## config.mk

```make
export PLATFORM = sky130hd
export DESIGN_NAME = ps2_mouse_device
export DESIGN_NICKNAME = d
export VERILOG_FILES = /design/src/rtl/ps2_mouse_device.sv
export SDC_FILE = /design/constraint.sdc
export NUM_CORES = 1
export LEC_CHECK = 0
export BUFFER_PORTS_ARGS = -buffer_cell sky130_fd_sc_hd__buf_2
export CAP_MARGIN = 20
export CORE_ASPECT_RATIO = 0.8
export CORE_UTILIZATION = 60
export DETAILED_ROUTE_END_ITERATION = 8
export HOLD_SLACK_MARGIN = 0.02
export MAX_ROUTING_LAYER = met4
export PLACE_DENSITY = 0.84
export SYNTH_ARGS = -nofsm -noshare
export SYNTH_HDL_FRONTEND = slang
export SYNTH_SLANG_ARGS = --single-unit
```

## constraint.sdc

```tcl
create_clock -name clk -period 7.3 [get_ports clk]
set_input_delay 1.46 -clock clk [delete_from_list [all_inputs] [get_ports clk]]
set_output_delay 1.46 -clock clk [all_outputs]
set_load 0.02 [all_outputs]
```

## src/rtl/ps2_mouse_device.sv

```systemverilog
// PS/2 mouse device side: host command reception, response queue
// and 3-byte stream packets over an open-collector clock/data pair.
module ps2_mouse_device #(
    parameter int HALF_BIT = 2500,
    parameter int RTS_MIN  = 5000
) (
    input  logic       clk,
    input  logic       reset,
    input  logic       ps2c_in,
    input  logic       ps2d_in,
    output logic       ps2c_oe,
    output logic       ps2d_oe,
    input  logic       mv_valid,
    output logic       mv_ready,
    input  logic [2:0] mv_btn,
    input  logic [8:0] mv_dx,
    input  logic [8:0] mv_dy,
    output logic [7:0] cmd_byte,
    output logic       cmd_tick,
    output logic       reporting_en,
    output logic       busy
);

    localparam int CW = $clog2(RTS_MIN + 2 * HALF_BIT + 2);
    localparam logic [CW-1:0] HB_END   = CW'(HALF_BIT - 1);
    localparam logic [CW-1:0] HOLD_END = CW'(2 * HALF_BIT - 1);
    localparam logic [CW-1:0] RTS_END  = CW'(RTS_MIN - 1);
    // synchronizer latency guard before trusting a released clock line
    localparam logic [CW-1:0] SYNC_LAT = CW'(3);

    localparam logic [2:0] S_IDLE     = 3'd0;
    localparam logic [2:0] S_TX_BIT   = 3'd1;
    localparam logic [2:0] S_TX_HOLD  = 3'd2;
    localparam logic [2:0] S_RTS_WAIT = 3'd3;
    localparam logic [2:0] S_RX_BIT   = 3'd4;
    localparam logic [2:0] S_RX_ACK   = 3'd5;
    localparam logic [2:0] S_RESP     = 3'd6;

    logic [2:0]    state;
    logic          c_s1, c_s2, d_s1, d_s2;
    logic [CW-1:0] cnt;
    logic [CW-1:0] low_cnt;
    logic          clk_lo;
    logic [3:0]    bit_idx;
    logic [10:0]   frame;
    logic          tx_resp;
    logic [9:0]    rx_sr;
    logic [7:0]    q [3];
    logic [1:0]    q_rd;
    logic [1:0]    q_cnt;
    logic [7:0]    pkt [2];
    logic          pkt_rd;
    logic [1:0]    pkt_left;
    logic          por;
    logic [7:0]    byte1;
    logic          rx_ok;

    function automatic logic [10:0] mk_frame(input logic [7:0] b);
        return {1'b1, ~^b, b, 1'b0};
    endfunction

    assign byte1 = {2'b00, mv_dy[8], mv_dx[8], 1'b1, mv_btn};
    assign rx_ok = rx_sr[9] & (^rx_sr[8:0]);

    assign busy     = (state != S_IDLE);
    assign ps2c_oe  = clk_lo && (state == S_TX_BIT || state == S_RX_BIT
                                 || state == S_RX_ACK);
    assign ps2d_oe  = (state == S_TX_BIT && !frame[bit_idx])
                      || state == S_RX_ACK;
    assign mv_ready = (state == S_IDLE) && reporting_en && (q_cnt == 2'd0)
                      && (pkt_left == 2'd0) && !por && c_s2
                      && (low_cnt == '0);

    // two-flop synchronizers for the sensed bus lines (idle high)
    always_ff @(posedge clk or posedge reset) begin
        if (reset) begin
            c_s1 <= 1'b1;
            c_s2 <= 1'b1;
            d_s1 <= 1'b1;
            d_s2 <= 1'b1;
        end else begin
            c_s1 <= ps2c_in;
            c_s2 <= c_s1;
            d_s1 <= ps2d_in;
            d_s2 <= d_s1;
        end
    end

    // protocol FSM, response queue and packet buffer
    always_ff @(posedge clk or posedge reset) begin
        if (reset) begin
            state        <= S_IDLE;
            cnt          <= '0;
            low_cnt      <= '0;
            clk_lo       <= 1'b0;
            bit_idx      <= 4'd0;
            frame        <= 11'h7ff;
            tx_resp      <= 1'b0;
            rx_sr        <= 10'd0;
            q[0]         <= 8'h00;
            q[1]         <= 8'h00;
            q[2]         <= 8'h00;
            q_rd         <= 2'd0;
            q_cnt        <= 2'd0;
            pkt[0]       <= 8'h00;
            pkt[1]       <= 8'h00;
            pkt_rd       <= 1'b0;
            pkt_left     <= 2'd0;
            por          <= 1'b1;
            cmd_byte     <= 8'h00;
            cmd_tick     <= 1'b0;
            reporting_en <= 1'b0;
        end else begin
            cmd_tick <= 1'b0;
            if (por) begin
                q[0]  <= 8'hAA;
                q[1]  <= 8'h00;
                q_rd  <= 2'd0;
                q_cnt <= 2'd2;
                por   <= 1'b0;
            end
            case (state)
                S_IDLE: begin
                    cnt     <= '0;
                    clk_lo  <= 1'b0;
                    bit_idx <= 4'd0;
                    if (!c_s2) begin
                        low_cnt <= low_cnt + CW'(1);
                        if (low_cnt == RTS_END) begin
                            state    <= S_RTS_WAIT;
                            pkt_left <= 2'd0;
                            low_cnt  <= '0;
                        end
                    end else begin
                        low_cnt <= '0;
                        if (q_cnt != 2'd0 && !por) begin
                            state <= S_RESP;
                        end else if (pkt_left != 2'd0) begin
                            frame    <= mk_frame(pkt[pkt_rd]);
                            pkt_rd   <= ~pkt_rd;
                            pkt_left <= pkt_left - 2'd1;
                            tx_resp  <= 1'b0;
                            state    <= S_TX_BIT;
                        end else if (mv_valid && mv_ready) begin
                            pkt[0]   <= mv_dx[7:0];
                            pkt[1]   <= mv_dy[7:0];
                            pkt_rd   <= 1'b0;
                            pkt_left <= 2'd2;
                            frame    <= mk_frame(byte1);
                            tx_resp  <= 1'b0;
                            state    <= S_TX_BIT;
                        end
                    end
                end
                S_RESP: begin
                    frame   <= mk_frame(q[q_rd]);
                    tx_resp <= 1'b1;
                    cnt     <= '0;
                    clk_lo  <= 1'b0;
                    bit_idx <= 4'd0;
                    state   <= S_TX_BIT;
                end
                S_TX_BIT: begin
                    if (!clk_lo) begin
                        if (bit_idx < 4'd9 && cnt >= SYNC_LAT && !c_s2) begin
                            state   <= S_TX_HOLD;
                            cnt     <= '0;
                            low_cnt <= '0;
                        end else if (cnt == HB_END) begin
                            cnt    <= '0;
                            clk_lo <= 1'b1;
                        end else begin
                            cnt <= cnt + CW'(1);
                        end
                    end else if (cnt == HB_END) begin
                        cnt    <= '0;
                        clk_lo <= 1'b0;
                        if (bit_idx == 4'd10) begin
                            state   <= S_IDLE;
                            bit_idx <= 4'd0;
                            if (tx_resp) begin
                                q_rd  <= q_rd + 2'd1;
                                q_cnt <= q_cnt - 2'd1;
                            end
                        end else begin
                            bit_idx <= bit_idx + 4'd1;
                        end
                    end else begin
                        cnt <= cnt + CW'(1);
                    end
                end
                S_TX_HOLD: begin
                    clk_lo <= 1'b0;
                    if (c_s2) begin
                        low_cnt <= '0;
                        if (cnt == HOLD_END) begin
                            cnt     <= '0;
                            bit_idx <= 4'd0;
                            state   <= S_TX_BIT;
                        end else begin
                            cnt <= cnt + CW'(1);
                        end
                    end else begin
                        cnt     <= '0;
                        low_cnt <= low_cnt + CW'(1);
                        if (low_cnt == RTS_END) begin
                            state    <= S_RTS_WAIT;
                            pkt_left <= 2'd0;
                            low_cnt  <= '0;
                        end
                    end
                end
                S_RTS_WAIT: begin
                    cnt     <= '0;
                    bit_idx <= 4'd0;
                    if (c_s2) begin
                        if (!d_s2) begin
                            clk_lo <= 1'b1;
                            state  <= S_RX_BIT;
                        end else begin
                            state <= S_IDLE;
                        end
                    end
                end
                S_RX_BIT: begin
                    if (clk_lo) begin
                        if (cnt == HB_END) begin
                            cnt    <= '0;
                            clk_lo <= 1'b0;
                        end else begin
                            cnt <= cnt + CW'(1);
                        end
                    end else if (cnt >= SYNC_LAT && !c_s2) begin
                        state   <= S_IDLE;
                        cnt     <= '0;
                        low_cnt <= '0;
                    end else if (cnt == HB_END) begin
                        cnt    <= '0;
                        clk_lo <= 1'b1;
                        rx_sr  <= {d_s2, rx_sr[9:1]};
                        if (bit_idx == 4'd9) begin
                            bit_idx <= 4'd0;
                            state   <= S_RX_ACK;
                        end else begin
                            bit_idx <= bit_idx + 4'd1;
                        end
                    end else begin
                        cnt <= cnt + CW'(1);
                    end
                end
                S_RX_ACK: begin
                    if (clk_lo) begin
                        if (cnt == HB_END) begin
                            cnt    <= '0;
                            clk_lo <= 1'b0;
                        end else begin
                            cnt <= cnt + CW'(1);
                        end
                    end else if (cnt == HB_END) begin
                        cnt   <= '0;
                        state <= S_IDLE;
                        q_rd  <= 2'd0;
                        q_cnt <= 2'd1;
                        if (!rx_ok) begin
                            q[0] <= 8'hFE;
                        end else begin
                            q[0]     <= 8'hFA;
                            cmd_byte <= rx_sr[7:0];
                            cmd_tick <= 1'b1;
                            case (rx_sr[7:0])
                                8'hFF: begin
                                    q[1]         <= 8'hAA;
                                    q[2]         <= 8'h00;
                                    q_cnt        <= 2'd3;
                                    reporting_en <= 1'b0;
                                end
                                8'hF4:   reporting_en <= 1'b1;
                                8'hF5:   reporting_en <= 1'b0;
                                default: ;
                            endcase
                        end
                    end else begin
                        cnt <= cnt + CW'(1);
                    end
                end
                default: state <= S_IDLE;
            endcase
        end
    end

endmodule

```

==> out/qor.txt, run 1 <==
NumNets Final -> 657
DRC -> 0
clk_lat worst skew -> 0.35 ns
DIE AREA -> 10500 µm²
critical path arrival -> 2.58 ns
WHS Path Cells -> 0
Antenna Nets Post-Route -> 0
Synth top cells by count -> dfrtp_1, o21ai_0, mux2_2
worst-margin pin slew -> 1.09 ns
DR vias/cell -> 6.23
Crit. End Element -> output pin
Yosys cell types -> 69
clock skew -> 0.00743 ns
fmax -> 0.248 GHz
Num CTS Buffers -> 9
Final setup viols -> 0
largest family of logic cells by synthesized area -> simple AND/OR/NAND/NOR gates
Crit Path Class -> flip-flop to output pin
antenna violations before repair -> 0
Top FF cell, synth -> dfrtp_1
synthesized net count -> 629
core box area -> 9730 µm²
Die Ht -> 92.0 µm
global-route wire length before repair -> 21900 µm
Compound-Gate Fraction of Synth Area -> 13.1%
clock transition at the registers of the reported paths -> 0.07 ns
vias in the first global route -> 4434
post-synth top area share -> 39.6%
# diodes -> 0
PortBufs -> 39
post-DP HPWL -> 8990 µm
slowest CP cell -> dfrtp_1
Worst R2R Path Depth -> 6
Tot GR Track Use -> 27.3%
cell area after synthesis -> 6070 µm²
critical path startpoint category -> flip-flop
# H-tree levels -> 3
Final Core Density -> 68.6%
routability cong. -> 0.891
CTS Buffer Depth -> 2
CP delay by family, top -> simple AND/OR/NAND/NOR gates
vias -> 4728
Min-Delay Path Class -> flip-flop to flip-flop
Synth Instances -> 590
Yosys reg bits -> 111
worst path required time -> 5.84 ns
Cell Chain, Critical Path -> nor4b_1, nand3_1, nor4_1, buf_2
row count -> 32
largest cells by area after synthesis -> dfrtp_1, mux2_2, dfstp_2, o21ai_0, xnor2_1
pin count of the biggest net entering global routing -> 81
Tmin final -> 4.04 ns
Post-Synth Adder-Cell Area -> 2.68%
post-CTS sizing -> 0
Post-synth EDFFs -> 0
initial core utilization -> 62.4%
XOR/XNOR Fraction of Synth Area -> 6.00%
DR pass1 iterations -> 5
Setup Buffers After CTS -> 0
overall routed net length -> 13000 µm
Iter 0 DRT Violations -> 326
asr flop ratio synth -> 100%
Ys Warns -> 0
status -> complete, no violations
Period Utilization, post-route -> 55.3%
Hold Crit Start -> c_s1
Peak VDD IR -> 0.153 mV
Hold Path End -> c_s2
Clock Sinks -> 111
CTS tree -> done
Wirelength per Cell -> 17.2 µm
slowest cell delay on critical path -> 0.69 ns
RSZ-0062 raised after global routing -> no
global route total overflow -> 0
IO Pins -> 40
Power Dens Cells -> 256 nW/µm²
Syn-to-layout area delta -> 9.95%
Chip Width -> 114 µm
register area share after synthesis -> 46.0%
Hold Fails Final Rpt -> 0
reg-to-reg slack, setup -> 4.12 ns
reg2reg end -> q[10]
Leak -> 0.00305 µW
Slew HR -> 27.2%
maxcap violations -> 0
multiplexer area fraction after synthesis -> 11.3%
Max FO, Critical Path -> 30
Synth Area per Inst -> 10.3 µm²
WP buf/inv -> 1
top cell type by total area after synthesis -> dfrtp_1
top-count cell post-synth -> dfrtp_1
worst reg2reg path startpoint -> state[2]
setup TNS -> 0 ns
CTS Root Cell -> clkbuf_16
Post-Synth Simple-Gate Area -> 17.9%
Slew Viols, Final -> 0
share of layout cells above drive strength 1 -> 21.0%
CTS Hold Bufs -> 0
==> cell families after synthesis <==
kind of cell / count (synthesis)
adders and majority gates: 13
and+or+nand+nor: 196
DFF: 111
buffers and inverters: 46
muxes: 61
AOI/OAI and AO/OA: 122
other: 1
xor gates and xnor gates: 40
==> where the power goes <==
group          internal, µW  total, µW  switching (µW)
logic                   187        435             248
clock network           253        480             227
registers               685        795             110
total                  1130       1710             584
==> cell type report <==
class / instances / area, µm²
clock buffers: 11 / 253
repair buffers: 41 / 230
inverters: 22 / 85.1
multi-input cells: 433 / 3100
clock inverters: 5 / 41.3
fillers: 755 / 3050
flip-flops and latches: 111 / 2800
well taps: 136 / 170
==> layer usage <==
metal	global-route usage, %	vias to the layer above	part of all wire [%]
li1	-	2196	-
met5	-	-	0
met4	6.93	0	0.97
met3	6.21	17	6.1
met2	39.4	184	46
met1	39.0	2331	47
==> worst max-delay path by stage <==
stage,startpoint,endpoint,slack [ns],cells past startpoint
2_1_floorplan,reset,bit_idx[0],2.93,1
3_3_place_gp,state[2],mv_ready,3.92,4
3_5_place_dp,state[2],mv_ready,3.74,4
4_1_cts,state[2],mv_ready,3.35,4
5_1_grt,state[2],mv_ready,3.17,4
6_report,state[2],mv_ready,3.26,4
==> stage by stage <==
stage | total power [µW] | cells | hold WS, ns | instance area (µm²) | setup slack [ns]
final | 1710 | 759 | 0.358 | 6680 | 3.26
after global routing | 1800 | 759 | 0.368 | 6680 | 3.17
after CTS | 1710 | 758 | 0.360 | 6650 | 3.35
after detailed placement | 1220 | 742 | 0.347 | 6360 | 3.74
after global placement | 1200 | 742 | 0.347 | 6360 | 3.92
after floorplan | 1110 | 590 | 0.345 | 6070 | 2.93
==> layout by cell type, fill, tap and decap left out, types with 3 or more instances in the layout <==
| cell type | instances |
|---|---|
| nor4_1 | 4 |
| or2_2 | 4 |
| a31oi_1 | 9 |
| nor3b_1 | 7 |
| dfrtp_1 | 96 |
| nand4_1 | 8 |
| mux2_2 | 42 |
| nand3_1 | 19 |
| o31ai_1 | 8 |
| and3_1 | 11 |
| nand2_1 | 32 |
| nor2_1 | 39 |
| xor2_1 | 14 |
| a22o_1 | 4 |
| and4_1 | 3 |
| clkbuf_16 | 9 |
| and2_0 | 3 |
| nor3_1 | 12 |
| ha_1 | 13 |
| inv_1 | 21 |
| nand3b_1 | 7 |
| nor2b_1 | 6 |
| buf_2 | 39 |
| xnor2_1 | 25 |
| dfstp_2 | 15 |
| a21o_1 | 4 |
| o211ai_1 | 4 |
| o221a_2 | 5 |
| and2_1 | 4 |
| a21oi_1 | 12 |
| o21ai_0 | 51 |
| mux2i_1 | 17 |
| or3_1 | 7 |
| nand2b_1 | 16 |
==> sequential cells by signal, summed over array words and instances, names as in the netlist, 2 cells and up <==
name,count
frame,10
bit_idx,4
cmd_byte,8
cnt,14
q_cnt,2
q_rd,2
q,16
state,3
pkt,16
low_cnt,14
rx_sr,10
pkt_left,2
(Power assumes the default switching activity.)
==> inputs of run 2 (changes only) <==
--- a/config.mk
+++ b/config.mk
@@ -5,6 +5,7 @@
 export SDC_FILE = /design/constraint.sdc
 export NUM_CORES = 1
 export LEC_CHECK = 0
+export ABC_AREA = 1
 export BUFFER_PORTS_ARGS = -buffer_cell sky130_fd_sc_hd__buf_2
 export CAP_MARGIN = 20
 export CORE_ASPECT_RATIO = 0.8
==> constraint.sdc (replaced) <==
create_clock -name clk -period 4.1 [get_ports clk]
set_input_delay 0.82 -clock clk [delete_from_list [all_inputs] [get_ports clk]]
set_output_delay 0.82 -clock clk [all_outputs]
set_load 0.02 [all_outputs]
==> out/qor.txt, run 2 <==
Syn-to-layout area delta -> 7.55% (was 9.95%)
Slew HR -> 48.8% (was 27.2%)
CTS Root Cell -> clkbuf_16 (unchanged)
Final Core Density -> 66.7% (was 68.6%)
worst reg2reg path startpoint -> pkt_left[0] (was state[2])
CTS Hold Bufs -> 0 (unchanged)
Hold Crit Start -> d_s1 (was c_s1)
Place WS -> 1.64 ns (was 3.74 ns)
most frequent cells in the layout -> nand2_1, inv_1, dfrtp_1 (was dfrtp_1, o21ai_0, mux2_2)
multiplexer area fraction after synthesis -> 2.51% (was 11.3%)
Wirelength per Cell -> 13.5 µm (was 17.2 µm)
Synth top cells by count -> nand2_1, inv_1, dfrtp_1 (was dfrtp_1, o21ai_0, mux2_2)
synthesized net count -> 1052 (was 629)
Post-Synth Simple-Gate Area -> 36.9% (was 17.9%)
DRC -> 0 (unchanged)
largest cells by area after synthesis -> dfrtp_1, nand2_1, inv_1, nand3_1, dfstp_2 (was dfrtp_1, mux2_2, dfstp_2, o21ai_0, xnor2_1)
clk_lat worst skew -> 0.36 ns (was 0.35 ns)
DR vias/cell -> 5.41 (was 6.23)
Tot GR Track Use -> 27.3% (about the same)
global-route wire length before repair -> 26800 µm (was 21900 µm)
Antenna Nets Post-Route -> 0 (unchanged)
vias -> 6444 (was 4728)
Setup Buffers After CTS -> 0 (unchanged)
top-count cell post-synth -> nand2_1 (was dfrtp_1)
Yosys reg bits -> 111 (unchanged)
Crit. End Element -> output pin (unchanged)
largest family of logic cells by synthesized area -> simple AND/OR/NAND/NOR gates (unchanged)
worst path required time -> 3.28 ns (was 5.84 ns)
cell area after synthesis -> 7170 µm² (was 6070 µm²)
multi-input logic area -> 3720 µm² (was 3100 µm²)
antenna violations before repair -> 0 (unchanged)
Filler Cell Count -> 1030 (was 755)
vias in the first global route -> 5691 (was 4434)
crit path from -> state[1] (was state[2])
maxcap violations -> 0 (unchanged)
Iter 0 DRT Violations -> 514 (was 326)
Sequential cell area -> 2800 µm² (unchanged)
NumNets Final -> 1077 (was 657)
share of layout cells above drive strength 1 -> 13.6% (was 21.0%)
Top FF cell, synth -> dfrtp_1 (unchanged)
Period Utilization, post-route -> 70.0%
status -> complete, no violations (unchanged)
DIE AREA -> 12400 µm² (was 10500 µm²)
critical path startpoint category -> flip-flop (unchanged)
biggest regs -> pkt x16, q x16 (unchanged)
Die Ht -> 99.8 µm (was 92.0 µm)
Hold WS -> 0.357 ns (was 0.358 ns)
worst-margin pin slew -> 0.768 ns (was 1.09 ns)
Post-Synth Adder-Cell Area -> 2.27% (was 2.68%)
RSZ-0062 raised after global routing -> no (unchanged)
Ys Warns -> 0 (unchanged)
# diodes -> 0 (unchanged)
Power Dens Cells -> 440 nW/µm² (was 256 nW/µm²)
Hold Fails Final Rpt -> 0 (unchanged)
setup TNS -> 0 ns (unchanged)
Min-Delay Path Class -> flip-flop to flip-flop (unchanged)
fmax -> 0.349 GHz
post-CTS sizing -> 0 (unchanged)
Compound-Gate Fraction of Synth Area -> 7.75% (was 13.1%)
Clock Sinks -> 111 (unchanged)
overall routed net length -> 16100 µm (was 13000 µm)
Post-synth EDFFs -> 0 (unchanged)
initial core utilization -> 62.0% (was 62.4%)
CTS Buffer Depth -> 2 (unchanged)
# H-tree levels -> 3 (unchanged)
row count -> 35 (was 32)
clock transition at the registers of the reported paths -> 0.07 ns (about the same)
Final setup viols -> 0 (unchanged)
Peak VDD IR -> 0.295 mV (was 0.153 mV)
Chip Width -> 124 µm (was 114 µm)
core box area -> 11600 µm² (was 9730 µm²)
Crit Path Class -> flip-flop to output pin (unchanged)
global route total overflow -> 0 (unchanged)
post-synth top area share -> 33.5% (was 39.6%)
Synth Area per Inst -> 7.08 µm² (was 10.3 µm²)
post-DP HPWL -> 11800 µm (was 8990 µm)
top cell type by total area after synthesis -> dfrtp_1 (unchanged)
Final WS setup -> 1.23 ns (was 3.26 ns)
IO Pins -> 40 (unchanged)
Synth Instances -> 1013 (was 590)
Yosys cell types -> 45 (was 69)
asr flop ratio synth -> 100% (unchanged)
register area share after synthesis -> 39.0% (was 46.0%)
Leak -> 0.00395 µW (was 0.00305 µW)
PortBufs -> 39 (unchanged)
routability cong. -> 1.02 (was 0.891)
XOR/XNOR Fraction of Synth Area -> 2.44% (was 6.00%)
Num CTS Buffers -> 9 (unchanged)
CTS tree -> done (unchanged)
Slew Viols, Final -> 0 (unchanged)
Tmin final -> 2.87 ns
DR pass1 iterations -> 7 (was 5)
commonest non-fill, non-tap cell in the layout -> nand2_1 (was dfrtp_1)
pin count of the biggest net entering global routing -> 63 (was 81)
critical path arrival -> 2.05 ns (was 2.58 ns)
Max FO, Critical Path -> 10 (was 30)
clock skew -> 0.00804 ns (was 0.00743 ns)
-- run 2: final timing paths --
path | to | slack, ns | cells after the start
setup / recovery | ps2d_oe | 1.23 | 8
hold reg to reg | d_s2 | 0.36 | 0
setup reg to reg | frame[6] | 1.77 | 11
min in group asynchronous | q[17] | 0.60 | 2
hold / removal | d_s2 | 0.36 | 0
max in group asynchronous | d_s1 | 2.71 | 3
-- run 2: cells by family (layout without fill, tap and decap cells) --
logic type,Yosys count,in the layout
and+or+nand+nor,596,596
DFF,111,111
muxes,16,16
buffers and inverters,160,190
other,1,1
adders and majority gates,13,13
AOI/OAI and AO/OA,96,96
xor gates and xnor gates,20,20
-- run 2: worst max-delay path, stage by stage, from the launching register on --
cell     delay, ns
dfrtp_1       0.55
inv_2         0.19
nand2_1       0.13
nor2_2        0.25
inv_1         0.11
a21oi_1       0.13
nand2_1       0.07
nand2_1       0.08
buf_2         0.17
-- run 2: cell type report --
cell class                 count  area share [%]
multi-input combinational    742            48.3
sequential                   111            36.3
clock inverter                 7           0.730
tap                          148            2.40
inverter                     131            6.52
timing repair buffer          43            2.92
clock buffer                   9            2.92
-- run 2: stage by stage --
stage               instance area (µm²)  cells  total power [µW]
floorplan                          7170   1013              2280
global route                       7710   1191              3610
CTS                                7710   1191              3400
finish                             7710   1191              3390
global placement                   7430   1175              2530
detailed placement                 7430   1175              2550
-- run 2: per-layer routing --
metal / vias up / wire [µm] / track usage, %
li1: 3265 / - / -
met1: 2977 / 7840 / 38.0
met2: 185 / 7160 / 42.3
met3: 17 / 913 / 4.05
met4: 0 / 172 / 6.49
met5: - / 0 / -
-- run 2: report_power, final --
| part | internal, µW | switching, µW | total [µW] |
|---|---|---|---|
| sequential | 1230 | 153 | 1380 |
| clock | 420 | 419 | 839 |
| combinational | 350 | 822 | 1170 |
==> inputs of run 3 (changes only) <==
--- a/config.mk
+++ b/config.mk
@@ -5,15 +5,15 @@
 export SDC_FILE = /design/constraint.sdc
 export NUM_CORES = 1
 export LEC_CHECK = 0
-export ABC_AREA = 1
+export ABC_AREA = 0
 export BUFFER_PORTS_ARGS = -buffer_cell sky130_fd_sc_hd__buf_2
 export CAP_MARGIN = 20
 export CORE_ASPECT_RATIO = 0.8
-export CORE_UTILIZATION = 60
+export CORE_UTILIZATION = 55
 export DETAILED_ROUTE_END_ITERATION = 8
 export HOLD_SLACK_MARGIN = 0.02
 export MAX_ROUTING_LAYER = met4
-export PLACE_DENSITY = 0.84
+export PLACE_DENSITY = 0.81
 export SYNTH_ARGS = -nofsm -noshare
 export SYNTH_HDL_FRONTEND = slang
 export SYNTH_SLANG_ARGS = --single-unit
==> constraint.sdc (replaced) <==
create_clock -name clk -period 2.3 [get_ports clk]
set_input_delay 0.46 -clock clk [delete_from_list [all_inputs] [get_ports clk]]
set_output_delay 0.46 -clock clk [all_outputs]
set_load 0.02 [all_outputs]
==> out/qor.txt, run 3 (synthesized netlist as in run 1, its figures left out) <==
Crit Path Class -> flip-flop to output pin (unchanged)
Die Ht -> 96.0 µm (was 99.8 µm)
DR pass1 iterations -> 5 (was 7)
failing checks -> negative setup slack
Tot GR Track Use -> 27.2% (was 27.3%)
Power Dens Cells -> 817 nW/µm² (was 440 nW/µm²)
clock transition at the registers of the reported paths -> 0.08 ns (was 0.07 ns)
Hold Fails Final Rpt -> 0 (unchanged)
Crit. End Element -> output pin (unchanged)
share of layout cells above drive strength 1 -> 32.1% (was 13.6%)
Max FO, Critical Path -> 2 (was 10)
Final WS setup -> -0.191 ns (was 1.23 ns)
Slew HR -> 52.3% (was 48.8%)
routability cong. -> 0.943 (was 1.02)
# diodes -> 0 (unchanged)
clk_lat worst skew -> 0.36 ns (about the same)
clock skew -> 0.00826 ns (was 0.00804 ns)
vias -> 4994 (was 6444)
most frequent cells in the layout -> dfrtp_1, o21ai_0, buf_4 (was nand2_1, inv_1, dfrtp_1)
DRC -> 0 (unchanged)
DIE AREA -> 11500 µm² (was 12400 µm²)
Wirelength per Cell -> 18.1 µm (was 13.5 µm)
Syn-to-layout area delta -> 22.4% (was 7.55%)
Cell Chain, Critical Path -> or4_4, or2_4, buf_6, nor4_4, buf_4 (was inv_2, nand2_1, nor2_2, inv_1, a21oi_1, nand2_1, nand2_1, buf_2)
Period Utilization, post-route -> 108%
CTS Buffer Depth -> 2 (unchanged)
critical path arrival -> 2.03 ns (was 2.05 ns)
CTS tree -> done (unchanged)
status -> finished, violations left (was complete, no violations)
Min-Delay Path Class -> primary input to flip-flop (was flip-flop to flip-flop)
CTS Root Cell -> clkbuf_16 (unchanged)
IO Pins -> 40 (unchanged)
worst path required time -> 1.84 ns (was 3.28 ns)
antenna violations before repair -> 0 (unchanged)
Slew Viols, Final -> 0 (unchanged)
# H-tree levels -> 3 (unchanged)
Leak -> 0.00341 µW (was 0.00395 µW)
global-route wire length before repair -> 23400 µm (was 26800 µm)
Clock Sinks -> 111 (unchanged)
Filler Cell Count -> 756 (was 1030)
Peak VDD IR -> 0.590 mV (was 0.295 mV)
Num CTS Buffers -> 9 (unchanged)
slowest cell delay on critical path -> 0.54 ns (was 0.55 ns)
fmax -> 0.401 GHz
slowest CP cell -> or4_4 (was dfrtp_1)
core box area -> 10500 µm² (was 11600 µm²)
initial core utilization -> 57.9% (was 62.0%)
post-DP HPWL -> 10100 µm (was 11800 µm)
Final setup viols -> 7 (was 0)
NumNets Final -> 714 (was 1077)
CTS Hold Bufs -> 0 (unchanged)
RSZ-0062 raised after global routing -> yes (was no)
biggest regs -> pkt x16, q x16 (unchanged)
commonest non-fill, non-tap cell in the layout -> dfrtp_1 (was nand2_1)
Iter 0 DRT Violations -> 410 (was 514)
worst-margin pin slew -> 0.706 ns (was 0.768 ns)
pin count of the biggest net entering global routing -> 30 (was 63)
Place WS -> -0.139 ns (was 1.64 ns)
PortBufs -> 39 (unchanged)
maxcap violations -> 0 (unchanged)
row count -> 33 (was 35)
DR vias/cell -> 6.09 (was 5.41)
critical path startpoint category -> flip-flop (unchanged)
global route total overflow -> 0 (unchanged)
Chip Width -> 119 µm (was 124 µm)
Hold WS -> 0.203 ns (was 0.357 ns)
Tmin final -> 2.49 ns
overall routed net length -> 14900 µm (was 16100 µm)
vias in the first global route -> 4828 (was 5691)
Antenna Nets Post-Route -> 0 (unchanged)
[run 3: cell types whose count changed in the layout (fill, tap and decap cells not counted), sizes merged, moves of 8 or more]
cell / before / now
o21ai: 71 / 52
nor2: 87 / 39
a31oi: 1 / 9
mux2i: 0 / 17
nand4: 18 / 9
inv: 130 / 23
xnor2: 2 / 25
buf: 43 / 97
nand2: 367 / 32
mux2: 16 / 42
nand3: 93 / 19
nand2b: 0 / 17
and3: 0 / 11
[run 3: routing by layer]
layer  part of all wire, %  track usage [%]
met5                     0                -
met2                    48             43.9
met1                    45             34.9
met4                   1.5             8.23
met3                   6.0             5.75
[run 3: metrics by stage]
| step | util (%) | instance area, µm² | instances | total power (µW) | setup TNS, ns |
|---|---|---|---|---|---|
| after floorplan | - | 6110 | 590 | 3540 | -0.326 |
| after global placement | 65.4 | 6860 | 799 | 4060 | -0.642 |
| after detailed placement | 65.4 | 6860 | 799 | 4140 | -0.904 |
| after CTS | 69.6 | 7300 | 816 | 5910 | -0.676 |
| after global routing | 70.9 | 7430 | 820 | 6360 | -2.34 |
| final | 70.9 | 7430 | 820 | 6070 | -0.719 |
[run 3: repair_timing]
action | in CTS | in global routing
resized for setup | 26 | 22
pin swaps | 6 | 11
gates cloned | 0 | 1
buffers inserted | 1 | 4
hold endpoints to repair | 0 | 0
endpoints found under the setup margin | 26 | 53
[run 3: worst paths after layout]
| path | startpoint | end | slack (ns) | depth (start not counted) |
|---|---|---|---|---|
| worst max-delay path | low_cnt[13] | mv_ready | -0.19 | 5 |
| worst min-delay path | ps2d_in | d_s1 | 0.20 | 1 |
| worst max register to register | low_cnt[13] | state[2] | -0.17 | 6 |
| worst min register to register | d_s1 | d_s2 | 0.36 | 0 |
| max in group asynchronous | reset | c_s2 | 1.40 | 3 |
| min in group asynchronous | reset | cmd_byte[0] | 0.21 | 2 |
[run 3: worst max-delay path, delay by kind of cell (launching register included)]
family | cells | cell delay (ns)
simple gates | 3 | 0.99
flops | 1 | 0.38
buf+inv | 2 | 0.30
[run 3: where the power goes]
part           total (µW)  internal (µW)  switching, µW
clock network        1650            915            738
logic                2080            914           1160
registers            2340           2180            161
total                6070           4010           2060
[run 3: cell type report]
type                            instances  area (µm²)  area share, %
Clock buffer                           11         253           3.40
Inverter                               22        86.3           1.16
Clock inverter                          5        63.8          0.858
Timing Repair Buffer                   97         721           9.69
Multi-Input combinational cell        434        3340           44.9
Sequential cell                       111        2800           37.6
Tap cell                              140         175           2.36
